--- config.mk ---
export PLATFORM = sky130hd
export DESIGN_NAME = popcount_window
export DESIGN_NICKNAME = d
export VERILOG_FILES = /design/src/rtl/popcount_pkg.sv /design/src/rtl/popcount_tree.sv /design/src/rtl/popcount_window.sv
export SDC_FILE = /design/constraint.sdc
export NUM_CORES = 1
export LEC_CHECK = 0
export CORE_MARGIN = 5
export CORE_UTILIZATION = 44
export CTS_BUF_LIST = sky130_fd_sc_hd__clkbuf_8
export DETAILED_ROUTE_END_ITERATION = 8
export MAX_ROUTING_LAYER = met4
export PLACE_DENSITY_LB_ADDON = 0.3
export SLEW_MARGIN = 0
export SYNTH_ARGS = -nofsm -noshare
export SYNTH_HDL_FRONTEND = slang
export SYNTH_SLANG_ARGS = --single-unit
--- constraint.sdc ---
create_clock -name clk -period 12.95 [get_ports clk]
set_input_delay 2.59 -clock clk [delete_from_list [all_inputs] [get_ports clk]]
set_output_delay 2.59 -clock clk [all_outputs]
set_load 0.01 [all_outputs]
--- src/rtl/popcount_pkg.sv ---
// Shared types and width helpers for the windowed popcount block.
// Imported by popcount_tree and popcount_window.
package popcount_pkg;

  typedef enum logic {
    MODE_SAMPLE = 1'b0,
    MODE_WINDOW = 1'b1
  } mode_e;

  typedef enum logic {
    ST_COLLECT = 1'b0,
    ST_HOLD    = 1'b1
  } state_e;

  function automatic int cw_of(input int width);
    return $clog2(width + 1);
  endfunction

  function automatic int sw_of(input int width, input int window);
    return $clog2(width * window + 1);
  endfunction

endpackage

--- src/rtl/popcount_tree.sv ---
// Combinational ones-counter built as a balanced binary adder tree.
// Leaves past WIDTH are padded with zero up to the next power of two.
module popcount_tree
  import popcount_pkg::*;
#(
  parameter int WIDTH = 8,
  localparam int CW = cw_of(WIDTH)
) (
  input  logic [WIDTH-1:0] data,
  output logic [CW-1:0]    count
);

  localparam int LV = $clog2(WIDTH);
  localparam int P  = 1 << LV;

  for (genvar l = 0; l <= LV; l++) begin : g_lvl
    localparam int N = P >> l;
    logic [CW-1:0] s [N];
    if (l == 0) begin : g_leaf
      for (genvar i = 0; i < N; i++) begin : g_i
        if (i < WIDTH) begin : g_bit
          assign s[i] = CW'(data[i]);
        end else begin : g_pad
          assign s[i] = '0;
        end
      end
    end else begin : g_sum
      for (genvar i = 0; i < N; i++) begin : g_i
        assign s[i] = g_lvl[l-1].s[2*i] + g_lvl[l-1].s[2*i+1];
      end
    end
  end

  assign count = g_lvl[LV].s[0];

endmodule

--- src/rtl/popcount_window.sv ---
// Registered popcount with binary + one-hot outputs and a windowed sum
// mode, valid/ready on both sides.
module popcount_window
  import popcount_pkg::*;
#(
  parameter int WIDTH  = 8,
  parameter int WINDOW = 16,
  localparam int CW = cw_of(WIDTH),
  localparam int SW = sw_of(WIDTH, WINDOW)
) (
  input  logic             clk,
  input  logic             rst,
  input  logic             mode,
  input  logic             flush,
  input  logic             in_valid,
  output logic             in_ready,
  input  logic [WIDTH-1:0] in_data,
  output logic             out_valid,
  input  logic             out_ready,
  output logic [CW-1:0]    out_count,
  output logic [WIDTH:0]   out_onehot,
  output logic [SW-1:0]    out_sum,
  output logic             out_last
);

  localparam int NW = $clog2(WINDOW);
  localparam logic [NW-1:0] LAST = NW'(WINDOW - 1);

  state_e          state_q, state_d;
  mode_e           mode_q, mode_d, mode_eff;
  logic [NW-1:0]   cnt_q, cnt_d;
  logic [SW-1:0]   acc_q, acc_d;
  logic [CW-1:0]   last_cnt_q, last_cnt_d;
  logic [CW-1:0]   out_count_q, out_count_d;
  logic [WIDTH:0]  out_onehot_q, out_onehot_d;
  logic [SW-1:0]   out_sum_q, out_sum_d;
  logic            out_last_q, out_last_d;

  logic [CW-1:0]   cnt_s;
  logic [SW-1:0]   sum_in;
  logic            in_acc, drain_ok, emit;
  logic            samp_beat, win_end, win_add, flush_only;

  popcount_tree #(.WIDTH(WIDTH)) u_tree (
    .data  (in_data),
    .count (cnt_s)
  );

  assign out_valid = (state_q == ST_HOLD);
  assign drain_ok  = !out_valid || out_ready;
  assign in_ready  = rst || drain_ok;
  assign in_acc    = in_valid && in_ready;

  assign out_count  = out_count_q;
  assign out_onehot = out_onehot_q;
  assign out_sum    = out_sum_q;
  assign out_last   = out_last_q;

  always_comb begin
    mode_eff = mode_q;
    if (in_acc && cnt_q == '0) mode_eff = mode_e'(mode);
    sum_in = acc_q + SW'(cnt_s);

    samp_beat  = in_acc && mode_eff == MODE_SAMPLE;
    win_end    = in_acc && mode_eff == MODE_WINDOW
                 && (cnt_q == LAST || flush);
    win_add    = in_acc && mode_eff == MODE_WINDOW
                 && !(cnt_q == LAST || flush);
    flush_only = !in_acc && flush && drain_ok && cnt_q != '0;

    state_d      = state_q;
    mode_d       = mode_eff;
    cnt_d        = cnt_q;
    acc_d        = acc_q;
    last_cnt_d   = last_cnt_q;
    out_count_d  = out_count_q;
    out_onehot_d = out_onehot_q;
    out_sum_d    = out_sum_q;
    out_last_d   = out_last_q;
    emit         = 1'b0;

    if (in_acc) last_cnt_d = cnt_s;

    unique case (1'b1)
      samp_beat: begin
        emit         = 1'b1;
        out_count_d  = cnt_s;
        out_onehot_d = (WIDTH+1)'(1) << cnt_s;
        out_sum_d    = SW'(cnt_s);
        out_last_d   = 1'b0;
      end
      win_end: begin
        emit         = 1'b1;
        out_count_d  = cnt_s;
        out_onehot_d = (WIDTH+1)'(1) << cnt_s;
        out_sum_d    = sum_in;
        out_last_d   = 1'b1;
        acc_d        = '0;
        cnt_d        = '0;
      end
      win_add: begin
        acc_d = sum_in;
        cnt_d = cnt_q + NW'(1);
      end
      flush_only: begin
        emit         = 1'b1;
        out_count_d  = last_cnt_q;
        out_onehot_d = (WIDTH+1)'(1) << last_cnt_q;
        out_sum_d    = acc_q;
        out_last_d   = 1'b1;
        acc_d        = '0;
        cnt_d        = '0;
      end
      default: ;
    endcase

    if (emit) state_d = ST_HOLD;
    else if (out_valid && out_ready) state_d = ST_COLLECT;
  end

  always_ff @(posedge clk) begin
    if (rst) begin
      state_q      <= ST_COLLECT;
      mode_q       <= MODE_SAMPLE;
      cnt_q        <= '0;
      acc_q        <= '0;
      last_cnt_q   <= '0;
      out_count_q  <= '0;
      out_onehot_q <= '0;
      out_sum_q    <= '0;
      out_last_q   <= 1'b0;
    end else begin
      state_q      <= state_d;
      mode_q       <= mode_d;
      cnt_q        <= cnt_d;
      acc_q        <= acc_d;
      last_cnt_q   <= last_cnt_d;
      out_count_q  <= out_count_d;
      out_onehot_q <= out_onehot_d;
      out_sum_q    <= out_sum_d;
      out_last_q   <= out_last_d;
    end
  end

endmodule

# Yosys cells after proc, flatten, opt, wreduce, memory -nomap -nowiden
# Cells that the tools add are included.
dict set report word_totals {
  register_bits 40
  output_inout_bits 24
}
dict set report op_classes {
  n_addsub 9
  eq_ne 1
  shifts 2
  muxes 10
  n_bitwise 1
  n_reduce_logical 26
}
# op n
set op_table {}
lappend op_table {{case mux 8 bit (3 select lines)} 1}
lappend op_table {{case mux 9 bit (2 select lines)} 1}
lappend op_table {{<< shifter 1 x 4 -> 9 bit (first input constant)} 2}
lappend op_table {{case mux 4 bit (2 select lines)} 2}
lappend op_table {{case mux 8 bit (2 select lines)} 1}
lappend op_table {{adder 4 bit} 3}
lappend op_table {{logical AND 1 bit} 10}
lappend op_table {{adder 1 x 1 -> 2 bit} 4}
lappend op_table {{adder 8 x 4 -> 8 bit} 1}
lappend op_table {{nonzero test 2 bit} 4}
lappend op_table {{adder 4 x 1 -> 4 bit (second input constant)} 1}
lappend op_table {{== test 4 bit (second input constant)} 1}
lappend op_table {{zero test 4 bit} 1}
lappend op_table {{2-to-1 mux 1 bit} 4}
lappend op_table {{nonzero test 4 bit} 1}
lappend op_table {{OR reduction 2 bit} 2}
lappend op_table {{zero test 1 bit} 3}
lappend op_table {{logical OR 1 bit} 3}
lappend op_table {{nonzero test 3 bit} 1}
lappend op_table {{OR reduction 3 bit} 1}
lappend op_table {{case mux 1 bit (2 select lines)} 1}
lappend op_table {{inverter 1 bit} 1}

# Longest topological paths before layout
dict set report logic_depth {
  word_depth 11
  mapped_depth 15
}

# By module
# From an unflattened synthesis, not the netlist that was laid out.
dict set report unflattened {
  cells_unflattened 304
  area_unflattened_um2 2533.7
}
# module n_inst cells_each area_each_um2 seq_area_each_um2
set modules_own_cells {}
lappend modules_own_cells {popcount_window 1 282 2314.7 800.8}
lappend modules_own_cells {popcount_tree 1 22 219.0 0.0}

# Least setup slack after synthesis
# Ideal clock, no wire load.
dict set report synth_path {
  kind {input to register}
  from {in in_data[6]}
  to {reg out_sum_q[5], in the netlist out_sum[5]}
  t_arrival_ns 5.810
  slack_ns 7.055
  cell_stages 15
  path_buffers 0
  path_cell_list {ha_1 > inv_1 > fa_1 > fa_1 > inv_1 > ha_1 > inv_1 > fa_1 > inv_1 > ha_1 > a32o_1 > o221ai_1 > xnor2_1 > nand2_1 > a211oi_1}
}
dict set report synth_between {
  elab_chain_cells 5
}
# element line_no
set synth_rtl {}
lappend synth_rtl {{start, declared} popcount_window.sv:17} ;# input logic [WIDTH-1:0] in_data,
lappend synth_rtl {{adder 1 x 1 -> 2 bit} popcount_tree.sv:29} ;# assign s[i] = g_lvl[l-1].s[2*i] + g_lvl[l-1].s[2*i+1];
lappend synth_rtl {{adder 4 bit (2 in series)} popcount_tree.sv:29}
lappend synth_rtl {{named net cnt_s[2]} popcount_window.sv:39} ;# logic [CW-1:0] cnt_s;
lappend synth_rtl {{adder 8 x 4 -> 8 bit} popcount_window.sv:62} ;# sum_in = acc_q + SW'(cnt_s);
lappend synth_rtl {{case mux 8 bit (3 select lines)} popcount_window.sv:84} ;# unique case (1'b1)
lappend synth_rtl {{end signal, assigned} popcount_window.sv:140} ;# out_sum_q <= out_sum_d;
lappend synth_rtl {{end, declared} popcount_window.sv:36} ;# logic [SW-1:0] out_sum_q, out_sum_d;
# The timed path passes the listed nets, and every way through them passes these cells.
# A chain may end at the register's enable or synchronous reset.

# Final worst setup path
dict set report layout_path {
  from {in rst}
  to {out in_ready}
}
dict set report layout_between {
  elab_chain_cells 1
}
# element line_no
set layout_rtl {}
lappend layout_rtl {{start, declared} popcount_window.sv:12} ;# input logic rst,
lappend layout_rtl {{logical OR 1 bit} popcount_window.sv:51} ;# assign in_ready = rst || drain_ok;
lappend layout_rtl {{end, declared} popcount_window.sv:16} ;# output logic in_ready,
# No other way between the ends.

==> impl_summary.txt <==
----------------------------------------------------
[Critical path]
  Slowest stage cell on the critical path ... sky130_fd_sc_hd__clkdlybuf4s50_1
  Worst path cell trace ... clkdlybuf4s50_1 -> buf_4 -> or3b_1 -> clkdlybuf4s50_1
  Required time at the worst-slack endpoint ... 10.36 ns
  Depth of the worst register-to-register path ... 8
  Most prevalent standard cell on the critical path ... sky130_fd_sc_hd__clkdlybuf4s50_1
  Arrival time at the worst endpoint ... 4.22 ns
  Critical path class ... input pin to output port
  R2R setup slack ... 10.42 ns
  Critical-path maximum fanout ... 34
  Beginning of the critical path ... rst
  Stage delay of the slowest cell on the critical path ... 0.51 ns
  Worst R2R End ... acc_q[5]
  Sort of element at the end of the critical path ... output port
  Startpoint types ... input pin
  Capture point of the worst path ... in_ready
  Launch instance of the worst register-to-register path ... cnt_q[0]

[CTS]
  TritonCTS buffer count ... 5
  Sink Count ... 40
  Post-CTS Hold Fix Bufs ... 0
  CTS H-Tree Depth ... 2
  CTS-repair resized insts ... 0
  Buffers inserted by post-CTS timing repair ... 0
  Latest clock arrival within the worst-skew pair ... 0.29 ns
  Root Driver ... sky130_fd_sc_hd__clkbuf_8
  Clk buf depth ... 2
  Clk pin slew, worst setup/hold paths ... 0.08 ns
  CTS tree ... built

[Place]
  Port Buf Inserts ... 37
  Worst setup timing slack at the placement stage ... 6.14 ns
  Area post-placement ... 2840 um2
  Detailed placer's ending HPWL ... 4160 um
  Placer Congestion ... 0.840

[Routing]
  DRC errors left ... 0
  Via count ... 2,166
  Remaining antenna violation count after routing ... 0
  Vias per std cell ... 5.55
  Routed wire per std cell ... 14.4 um
  Drt first pass iters ... 4
  Initial detailed-routing violation count ... 115
  Detailed Route WL ... 5610 um

[Cells and area]
  Multi-input logic area ... 1470 um2
  Ratio of cells with drive above 1 in the final layout ... 0.0881
  Final Cell Area ... 2960 um2
  Filler instances ... 513
  Storage cell area ... 801 um2
  Net total in the final layout ... 349
  Most common cell after layout, fill and taps aside ... sky130_fd_sc_hd__dfxtp_1
  Most used cells in the layout excluding fill and tap cells ... 40 x sky130_fd_sc_hd__dfxtp_1, 37 x sky130_fd_sc_hd__clkdlybuf4s50_1, 31 x sky130_fd_sc_hd__nand2_1, 21 x sky130_fd_sc_hd__inv_1
  Synthesis-to-finish area growth ... 21.4%
  Number of diodes added for antenna fixing ... 0

[GRT]
  Global route total overflow ... 0
  Global-route total usage across every layer ... 0.169
  Initial antenna violation count ... 0
  Via count of the first global-routing pass ... 2,141
  Wire length of the first global-routing pass ... 9720 um
  Largest net degree at the start of global routing ... 35

[Yosys]
  Sequential fraction of the synthesis area ... 0.328
  Number of enable flip-flop cells after synthesis ... 0
  Flip-flop and latch count after synthesis ... 40
  Net count after synthesis ... 317
  Count of warnings emitted by yosys ... 0
  Number of instances in the synthesized netlist ... 285
  Average footprint of a synthesized cell ... 8.56 um2
  Main synth FF type ... sky130_fd_sc_hd__dfxtp_1
  Area of the mapped netlist ... 2440 um2
  Fraction of synthesis flops using an asynchronous set or reset pin ... 0
  Number of unique standard cell types used by synthesis ... 54

[Timing]
  Final hold viol count ... 0
  Slew at the pin closest to its max-slew limit ... 0.765 ns
  Max-slew violations ... 0
  Setup repair after global routing missed its margin ... no
  Setup Skew ... 0.00578 ns
  Setup violations, final ... 0
  Clock period minus final worst setup slack ... 6.81 ns
  Rel. slew slack ... 0.485
  Top achievable clock speed ... 147 MHz
  Setup TNS ... 0 ns
  Minimum setup slack in the final design ... 6.14 ns
  Post-route fraction of the period consumed by the critical path ... 0.526
  Hold Slack ... 0.451 ns

[Flow run]
  Max-cap viol count ... 0

[Floorplan]
  Area enclosed by the die boundary ... 7130 um2
  Top-level port count ... 38
  Std-Cell Core Area ... 5440 um2
  Starting utilization of the core area ... 0.448
  Number of core rows ... 27
  Chip Height ... 84.4 um
  Die X ... 84.4 um

[Power]
  Seq pwr share ... 0.377
  P_sw ... 118 uW
  Internal portion of total power ... 259 uW
  Ratio of total power to cell area ... 127 nW/um2
  Proportion of power drawn by combinational gates ... 0.328
  Peak supply drop ... 0.0723 mV
  Switching Fraction ... 0.314
  Clock network fraction of total power ... 0.296
  Leakage dissipation ... 1.15 nW

[Worst hold path]
  Hold WC Path Type ... flip-flop to flip-flop

[Run status]
  Result of the run ... completed

----------------------------------------------------
-- cell type report --
type | instances | area share
Timing Repair Buffer | 41 | 0.135
Inverter | 21 | 0.0266
Clock inverter | 1 | 0.0101
Multi-Input combinational cell | 208 | 0.495
Clock buffer | 7 | 0.0325
Sequential cell | 40 | 0.270
Tap cell | 72 | 0.0304
-- through the flow --
step                total power [mW]  cells   util
global placement               0.266    382  0.521
detailed placement             0.268    382  0.521
floorplan                      0.227    285      -
global route                   0.404    390  0.545
CTS                            0.381    390  0.545
finish                         0.378    390  0.545
-- per-layer routing --
metal,track usage,share of wire,vias to the layer above
met2,0.286,0.49,53
met1,0.200,0.44,1020
met5,-,0,-
met4,0.0576,0.0078,0
li1,-,-,1088
met3,0.0373,0.059,5
-- logic make-up after synthesis --
logic type,after synthesis,share of synthesized area
flip-flops,40,0.328
AND/OR/NAND/NOR,98,0.209
AO/OA/AOI/OAI,79,0.229
multiplexers,9,0.0400
buffers and inverters,37,0.0708
XOR/XNOR,4,0.0144
adder cells (fa/ha/maj),18,0.108
-- state kept, by name (all words and copies together), names as in the netlist --
signal	count
out_sum	8
cnt_q	4
acc_q	8
out_onehot	9
out_count	4
out_last	1
mode_q	1
out_valid	1
last_cnt_q	4
-- worst max-delay path: cells and delay by family --
kind,cells,cell delay [ns]
simple gates,1,0.47
buf+inv,3,1.14
-- cell usage after synthesis, drive strengths merged, types with 2 or more instances --
master  instances  area [um2]
dfxtp          40         801
fa              5         100
nand2          31         116
nor2           19        71.3
a21boi          2        15.0
o2111a          2        22.5
o21a            2        15.0
nor2b           4        25.0
ha             13         163
or2             4        25.0
a21o            3        22.5
xnor2           4        35.0
and3            2        18.8
or3b            3        26.3
inv            21        78.8
nor3            6        30.0
buf             6        55.1
nand3           5        30.0
a311oi          5        43.8
nand2b          2        12.5
mux2            3        37.5
mux2i           6        60.1
a21oi          19        95.1
or3            12        76.3
a22oi           3        22.5
o22a            6        52.6
nor4            2        12.5
a22o            4        35.0
a211oi          9        77.6
a31oi           2        12.5
a41oi           2        17.5
o21ai          15        75.1
clkbuf         10        38.8
nor3b           3        27.5
-- power by group through the flow --
stage	clock network [mW]	registers [mW]	logic, mW
after floorplan	0	0.147	0.0803
after global placement	0	0.145	0.122
after detailed placement	0	0.145	0.123
after CTS	0.115	0.142	0.124
after global routing	0.121	0.144	0.140
final	0.112	0.142	0.124
-- worst min path at each step --
stage / startpoint / endpoint / cells past startpoint
after detailed placement: out_onehot[0] / out_onehot[0] / 2
final: out_onehot[0] / out_onehot[0] / 2
after CTS: out_onehot[0] / out_onehot[0] / 2
after global routing: out_onehot[1] / out_onehot[1] / 2
after global placement: out_onehot[8] / out_onehot[8] / 2
after floorplan: acc_q[1] / acc_q[1] / 2
Note: power is estimated with default switching activity, not from simulation.
